===== config.mk =====
export PLATFORM = sky130hd
export DESIGN_NAME = change_update_ctrl
export DESIGN_NICKNAME = d
export VERILOG_FILES = /design/src/rtl/change_update_ctrl.sv
export SDC_FILE = /design/constraint.sdc
export NUM_CORES = 1
export LEC_CHECK = 0
export CORE_ASPECT_RATIO = 0.6
export CORE_MARGIN = 2
export CORE_UTILIZATION = 68
export DETAILED_ROUTE_END_ITERATION = 10
export DONT_BUFFER_PORTS = 1
export PLACE_DENSITY = 0.81
export SYNTH_ARGS = -nofsm -noshare
export SYNTH_HDL_FRONTEND = slang
export SYNTH_SLANG_ARGS = --single-unit

===== constraint.sdc =====
create_clock -name clock -period 7.7 [get_ports clock]
set_input_delay 0.385 -clock clock [delete_from_list [all_inputs] [get_ports clock]]
set_output_delay 0.385 -clock clock [all_outputs]
set_load 0.02 [all_outputs]

===== src/rtl/change_update_ctrl.sv =====
`default_nettype none
// ============================================================================
// Module      : change_update_ctrl
// Description : Sequences a single-element matrix change into four element
//               SRAM banks. Maps (X, Y) to bank/row, writes the 48-bit element
//               as a hi word then a lo word, and flags completion on EOC_Flag.
// Revision    : 1.0 - initial release
// ============================================================================
module change_update_ctrl #(
    parameter int NCOLS      = 20,
    parameter int NROWS      = 25,
    parameter int BANK_DEPTH = 250,
    parameter int DW         = 24
) (
    input  logic            clock,
    input  logic            reset,
    input  logic            EnableChange,
    input  logic [15:0]     X,
    input  logic [15:0]     Y,
    input  logic [2*DW-1:0] NewElement,
    output logic            EOC_Flag,
    output logic [1:0]      mem_bank,
    output logic [7:0]      mem_addr,
    output logic [DW-1:0]   mem_wdata,
    output logic            mem_we,
    output logic            range_err,
    output logic [15:0]     change_count
);

    localparam logic [2:0] c_IDLE  = 3'd0;
    localparam logic [2:0] c_CALC  = 3'd1;
    localparam logic [2:0] c_CHECK = 3'd2;
    localparam logic [2:0] c_WR_HI = 3'd3;
    localparam logic [2:0] c_WR_LO = 3'd4;
    localparam logic [2:0] c_DONE  = 3'd5;

    logic [2:0]      r_state;
    logic            r_armed;
    logic [15:0]     r_x;
    logic [15:0]     r_y;
    logic [2*DW-1:0] r_elem;
    logic [1:0]      r_bank;
    logic [29:0]     r_row;

    logic            r_eoc;
    logic [1:0]      r_mem_bank;
    logic [7:0]      r_mem_addr;
    logic [DW-1:0]   r_mem_wdata;
    logic            r_mem_we;
    logic            r_range_err;
    logic [15:0]     r_count;

    logic            w_accept;
    logic [31:0]     w_idx;
    logic            w_in_range;
    logic [7:0]      w_addr_base;

    // Request acceptance, element index and range decode
    always_comb begin
        w_accept    = ((r_state == c_IDLE) || (r_state == c_DONE)) && EnableChange && r_armed;
        // Full 32-bit product so large X/Y can never alias into a valid row
        w_idx       = ({16'd0, r_x} * 32'(NCOLS)) + {16'd0, r_y};
        w_in_range  = (r_x < 16'(NROWS)) && (r_y < 16'(NCOLS)) &&
                      ({r_row, 1'b1} < 31'(BANK_DEPTH));
        w_addr_base = {r_row[6:0], 1'b0};
    end

    // Control FSM, operand latches, arming and change counter
    always_ff @(posedge clock) begin
        if (reset) begin
            r_state     <= c_IDLE;
            r_armed     <= 1'b1;
            r_x         <= '0;
            r_y         <= '0;
            r_elem      <= '0;
            r_bank      <= '0;
            r_row       <= '0;
            r_range_err <= 1'b0;
            r_count     <= '0;
        end else begin
            // A low sample re-arms; acceptance below disarms until the next low
            if (!EnableChange) begin
                r_armed <= 1'b1;
            end
            case (r_state)
                c_CALC: begin
                    r_bank  <= w_idx[1:0];
                    r_row   <= w_idx[31:2];
                    r_state <= c_CHECK;
                end
                c_CHECK: begin
                    if (w_in_range) begin
                        r_state <= c_WR_HI;
                    end else begin
                        r_range_err <= 1'b1;
                        r_state     <= c_DONE;
                    end
                end
                c_WR_HI: r_state <= c_WR_LO;
                c_WR_LO: begin
                    r_count <= r_count + 16'd1;
                    r_state <= c_DONE;
                end
                default: begin
                    if (w_accept) begin
                        r_x         <= X;
                        r_y         <= Y;
                        r_elem      <= NewElement;
                        r_armed     <= 1'b0;
                        r_range_err <= 1'b0;
                        r_state     <= c_CALC;
                    end
                end
            endcase
        end
    end

    // Registered bank write port and completion flag, decoded from state
    always_ff @(posedge clock) begin
        if (reset) begin
            r_eoc       <= 1'b0;
            r_mem_we    <= 1'b0;
            r_mem_bank  <= '0;
            r_mem_addr  <= '0;
            r_mem_wdata <= '0;
        end else begin
            r_eoc       <= (r_state == c_DONE) && !w_accept;
            r_mem_we    <= 1'b0;
            r_mem_bank  <= '0;
            r_mem_addr  <= '0;
            r_mem_wdata <= '0;
            if (r_state == c_WR_HI) begin
                r_mem_we    <= 1'b1;
                r_mem_bank  <= r_bank;
                r_mem_addr  <= w_addr_base;
                r_mem_wdata <= r_elem[2*DW-1:DW];
            end else if (r_state == c_WR_LO) begin
                r_mem_we    <= 1'b1;
                r_mem_bank  <= r_bank;
                r_mem_addr  <= w_addr_base | 8'd1;
                r_mem_wdata <= r_elem[DW-1:0];
            end
        end
    end

    assign EOC_Flag     = r_eoc;
    assign mem_bank     = r_mem_bank;
    assign mem_addr     = r_mem_addr;
    assign mem_wdata    = r_mem_wdata;
    assign mem_we       = r_mem_we;
    assign range_err    = r_range_err;
    assign change_count = r_count;

endmodule
`default_nettype wire

== After elaboration in Yosys (flattened, before gate mapping) ==
Index checks and enable logic that the tools add are counted.
Operators by class
  shifts and indexed selects: 0
  bitwise operators: 2
  multiply operators: 1
  magnitude comparators: 3
  divide/modulo/power cells: 0
  reduce and logical (&&, ||, !) cells: 15
  eq/ne operators: 6
  add/sub/neg operators: 2
  mux-type cells: 17
Operator list (count)
  $mux 24: 2
  $lt 16x5->1 const B: 2
  $lt 31x8->1 const B: 1
  $add 21x16->22: 1
  $mul 16x3->19 const B: 1
  $add 16x1->16 const B: 1
  $mux 8: 2
  $pmux 3 s4: 1
  $mux 1: 7
  $eq 3x2->1 const B: 2
  $eq 3x3->1 const B: 2
  $mux 3: 2
  $logic_and 1x1->1: 5
  $reduce_bool 5->1: 1
  $mux 2: 2
  $reduce_or 4->1: 1
  $eq 3x1->1 const B: 1
  $logic_not 3->1: 1
  $reduce_and 3->1: 1
  $reduce_or 3->1: 1
  $ne 2x2->1 const B: 1
  $not 1->1: 2
  $pmux 1 s2: 1
  $reduce_and 2->1: 1
  other kinds (4): 4
Storage, ports and cells
  register bits after elaboration: 169
  memories kept: 0
  memory bits (writable): 0
  bits in latches: 0
  input bits: 83
  bits in read-only memories: 0
  output and inout bits: 53
  word-level logic and storage cells: 61

== Depth between registers and ports, before layout ==
  depth in word-level cells: 6
  depth in mapped cells: 16
  mapped depth without buffers: 16

== Worst setup path before layout ==
No wires, ideal clock.
  path kind: register to register
  from: register r_x[1]
  to: register r_row[16]
  stages on the path, launching flop included: 17
  arrival: 3.709 ns
  path buffers: 0
  library setup time: 0.091 ns
  path slack: 3.900 ns
  data required time: 7.609 ns
  cells stage by stage: dfxtp_1 -> ha_1 -> ha_1 -> fa_1 -> a211oi_1 -> nor2_1 -> o21a_1 -> o21a_1 -> o21a_1 -> nor2_1 -> xnor2_1 -> ha_1 -> or3_1 -> nor3_1 -> o31ai_1 -> a21o_1 -> a311oi_1
On the way
  longest elaborated chain between the ends: 2
RTL lines
  start: declaration: line 39  | logic [15:0] r_x;
  start signal: assignment: line 73  | r_x <= '0;
  start signal: assignment: line 106  | r_x <= X;
  $mul 16x3->19: line 62  | w_idx = ({16'd0, r_x} * 32'(NCOLS)) + {16'd0, r_y};
  $add 21x16->22: line 62
  end signal: assignment: line 88  | r_row <= w_idx[31:2];
  end: declaration: line 43  | logic [29:0] r_row;
Every way passes these cells.
A chain may end at the register's enable or synchronous reset.

== Worst setup path in the final report ==
Ends and elaborated chain as after synthesis.

==> run_results.csv <==
group,metric,value,unit
die,die_w,136,um
cells_and_area,syn_to_final_growth,9.36,%
yosys,ys_async_sr_fraction,0,%
timing,finalHoldViolCount,0,
timing,worstMarginPinSlew,1.16,ns
clock_tree,ctsLongestPathBuffers,2,
clock_tree,cts_hold_buffers,0,
setup_path,worstPathRequired,8.03,ns
timing,post-route-period-util,55.7,%
cells_and_area,final_cell_mix,"201 x nand2_1, 159 x dfxtp_1, 115 x a21oi_1, 44 x ha_1, 40 x nor2_1",
cells_and_area,antenna_cells,0,
setup_path,slowest_stage,"dfxtp_1",
global_route,track_usage,31.2,%
yosys,synth_edf_count,0,
yosys,synth.avg_cell_area,8.43,sq um
yosys,yosysWarningCount,0,
timing,relSlewSlack,22.4,%
timing,fmaxAchievable,0.233,GHz
cells_and_area,n_fill_cell,698,
hold_path,min-delay-start,"reset",
place,post-place-ws,3.55,ns
place,port_buffers,0,
timing,tns,0,ns
place,place_congestion,0.936,
detailed_routing,viasPerCell,6.14,
cells_and_area,fin_util,77.5,%
run,maxCapViolCount,0,
detailed_routing,routed_wl,17.5,mm
clock_tree,postCtsSetupRepairBufs,0,
timing,finClkSkew,0.0116,ns
setup_path,cp_slowest_stage_delay,0.44,ns
timing,grt_setup_unrepaired,"false",
clock_tree,htree_levels,4,
timing,setup_violations,0,
yosys,synth-seq-cells,159,
die,coreArea,0.0100,sq mm
cells_and_area,layout.cells.most_common,"nand2_1",
detailed_routing,drtIter0Drc,516,
setup_path,path_max_fanout,5,
pwr,p_leak,0.00311,uW
die,die_h,83.2,um
die,start_util,70.9,%
hold_path,hp-class,"in -> reg",
clock_tree,cts_buffers,17,
clock_tree,cts_tree,"built",
pwr,p_per_area,276,mW/mm^2
setup_path,startpoint_type,"register",
yosys,seq_area_frac_synth,44.8,%
detailed_routing,drc_errors,0,
detailed_routing,ant_nets,0,
global_route,grt_pass1_wl,28.0,mm
yosys,synth-main-ff-cell,"dfxtp_1",
timing,min_period,4.29,ns
yosys,synth_area,0.00710,sq mm
setup_path,crit_chain,"ha_1 > ha_1 > fa_1 > a211oi_1 > nor2_1 > o21a_1 > o21a_1 > o21a_1 > nor2_1 > xnor2_1 > ha_1 > or3_1 > nor3_1 > o31ai_1 > a21o_1 > a311oi_1",
cells_and_area,drive_above_1_share,5.76,%
detailed_routing,dr.pass1.iters,5,
detailed_routing,dr_total_vias,5944,
global_route,grt_max_degree,131,
clock_tree,clk_latency,0.42,ns
place,post-dp-hpwl,11.6,mm
clock_tree,cts_sinks,159,
yosys,synthCells,842,
setup_path,crit_arrival,4.62,ns
timing,drv_slew,0,
global_route,antenna_found_initial,0,
cells_and_area,instances_no_fill,968,
setup_path,timing.rr.start,"r_x[1]$_SDFFE_PP0P_",
place,place_inst,936,
die,die-area,0.0113,sq mm
setup_path,crit_start,"r_x[1]$_SDFFE_PP0P_",
die,row_count,28,
run_status,outcome,"finished, final reports clean",
setup_path,critPathKind,"reg -> reg",
timing,layout_setup_ws,3.41,ns
yosys,synth_cell_type_count,51,
global_route,grt_pass1_vias,5690,
cells_and_area,nets,949,
clock_tree,clk_pin_slew,0.07,ns
detailed_routing,wire_per_inst,18.0,um
clock_tree,ctsResizeCount,0,
setup_path,cp-end-kind,"register",
die,ioPinCount,136,
global_route,overflow,0,
pwr,vdd_ir_drop_max,0.000185,V
clock_tree,root_buffer,"clkbuf_16",
yosys,syn_nets,971,
==> sequential cells by signal, summed over array words and instances, names as in the netlist, 2 cells and up <==
register      cells
r_elem           48
r_y              16
mem_bank          2
mem_wdata        24
mem_addr          8
r_row            20
r_bank            2
r_x              16
r_state           3
change_count     16
==> through the flow <==
step | hold WS [ns] | power (uW) | instance area (sq um)
2_1_floorplan | 0.430 | 1200 | 7100
3_5_place_dp | 0.437 | 1270 | 7150
5_1_grt | 0.0157 | 2230 | 7770
6_report | 0.0269 | 2140 | 7770
3_3_place_gp | 0.432 | 1260 | 7150
4_1_cts | 0.0214 | 2140 | 7770
==> logic make-up after synthesis <==
group	Yosys count	synth area share, %
flops	159	44.8
xor+xnor	29	3.58
simple gates	334	20.9
compound gates	217	19.2
mux	2	0.282
fa+ha+maj	46	8.32
buf+inv	55	2.92
==> final timing paths <==
check / endpoint / cells after the start / slack (ns)
worst min register to register: r_bank[0]$_SDFFE_PP0P_ / 2 / 0.45
worst max-delay path: r_row[16]$_SDFFE_PP0P_ / 16 / 3.41
worst min-delay path: r_x[13]$_SDFFE_PP0P_ / 1 / 0.03
worst max register to register: r_row[16]$_SDFFE_PP0P_ / 16 / 3.41
==> layout make-up <==
type	count	area (sq um)	area share, %
sequential	159	3180	41.0
inverter	10	37.5	0.483
timing repair buffer	4	30.0	0.387
clock buffer	17	425	5.48
tap	135	169	2.17
multi-input combinational	628	3730	48.0
clock inverter	15	191	2.46
==> power breakdown <==
group          switching, uW  internal [uW]
registers               51.8            879
clock network            376            494
logic                    214            125
total                    642           1500
==> synthesized netlist by cell type, types with 7 or more instances <==
master	number	share of area, %
nor3_1	16	1.1
o21a_1	7	0.74
nand3_1	13	0.92
a211oi_1	7	0.74
a21oi_1	115	8.1
a21o_1	8	0.85
inv_1	10	0.53
clkbuf_1	44	2.3
a22o_1	24	3.0
xor2_1	15	1.8
nor4_1	8	0.70
or3_1	10	0.88
dfxtp_1	159	45
o21ai_0	18	1.3
ha_1	44	7.8
nor2_1	40	2.1
xnor2_1	14	1.7
and2_1	9	0.79
nand2_1	201	11
and3_1	7	0.62
==> worst max-delay path: cells and delay by family (launching register included) <==
kind	cells	cell delay, ns
AOI/OAI and AO/OA	7	1.56
xor gates and xnor gates	1	0.09
adders and majority gates	4	1.21
DFF	1	0.44
and+or+nand+nor	4	0.89
==> routing by layer <==
| layer | wire [um] | GRT usage (%) |
|---|---|---|
| met1 | 7890 | 43.4 |
| met2 | 7790 | 48.3 |
| met3 | 1620 | 8.61 |
| met4 | 161 | 8.05 |
| met5 | 0 | 0 |
No activity file was read; power rests on OpenSTA's default activity.
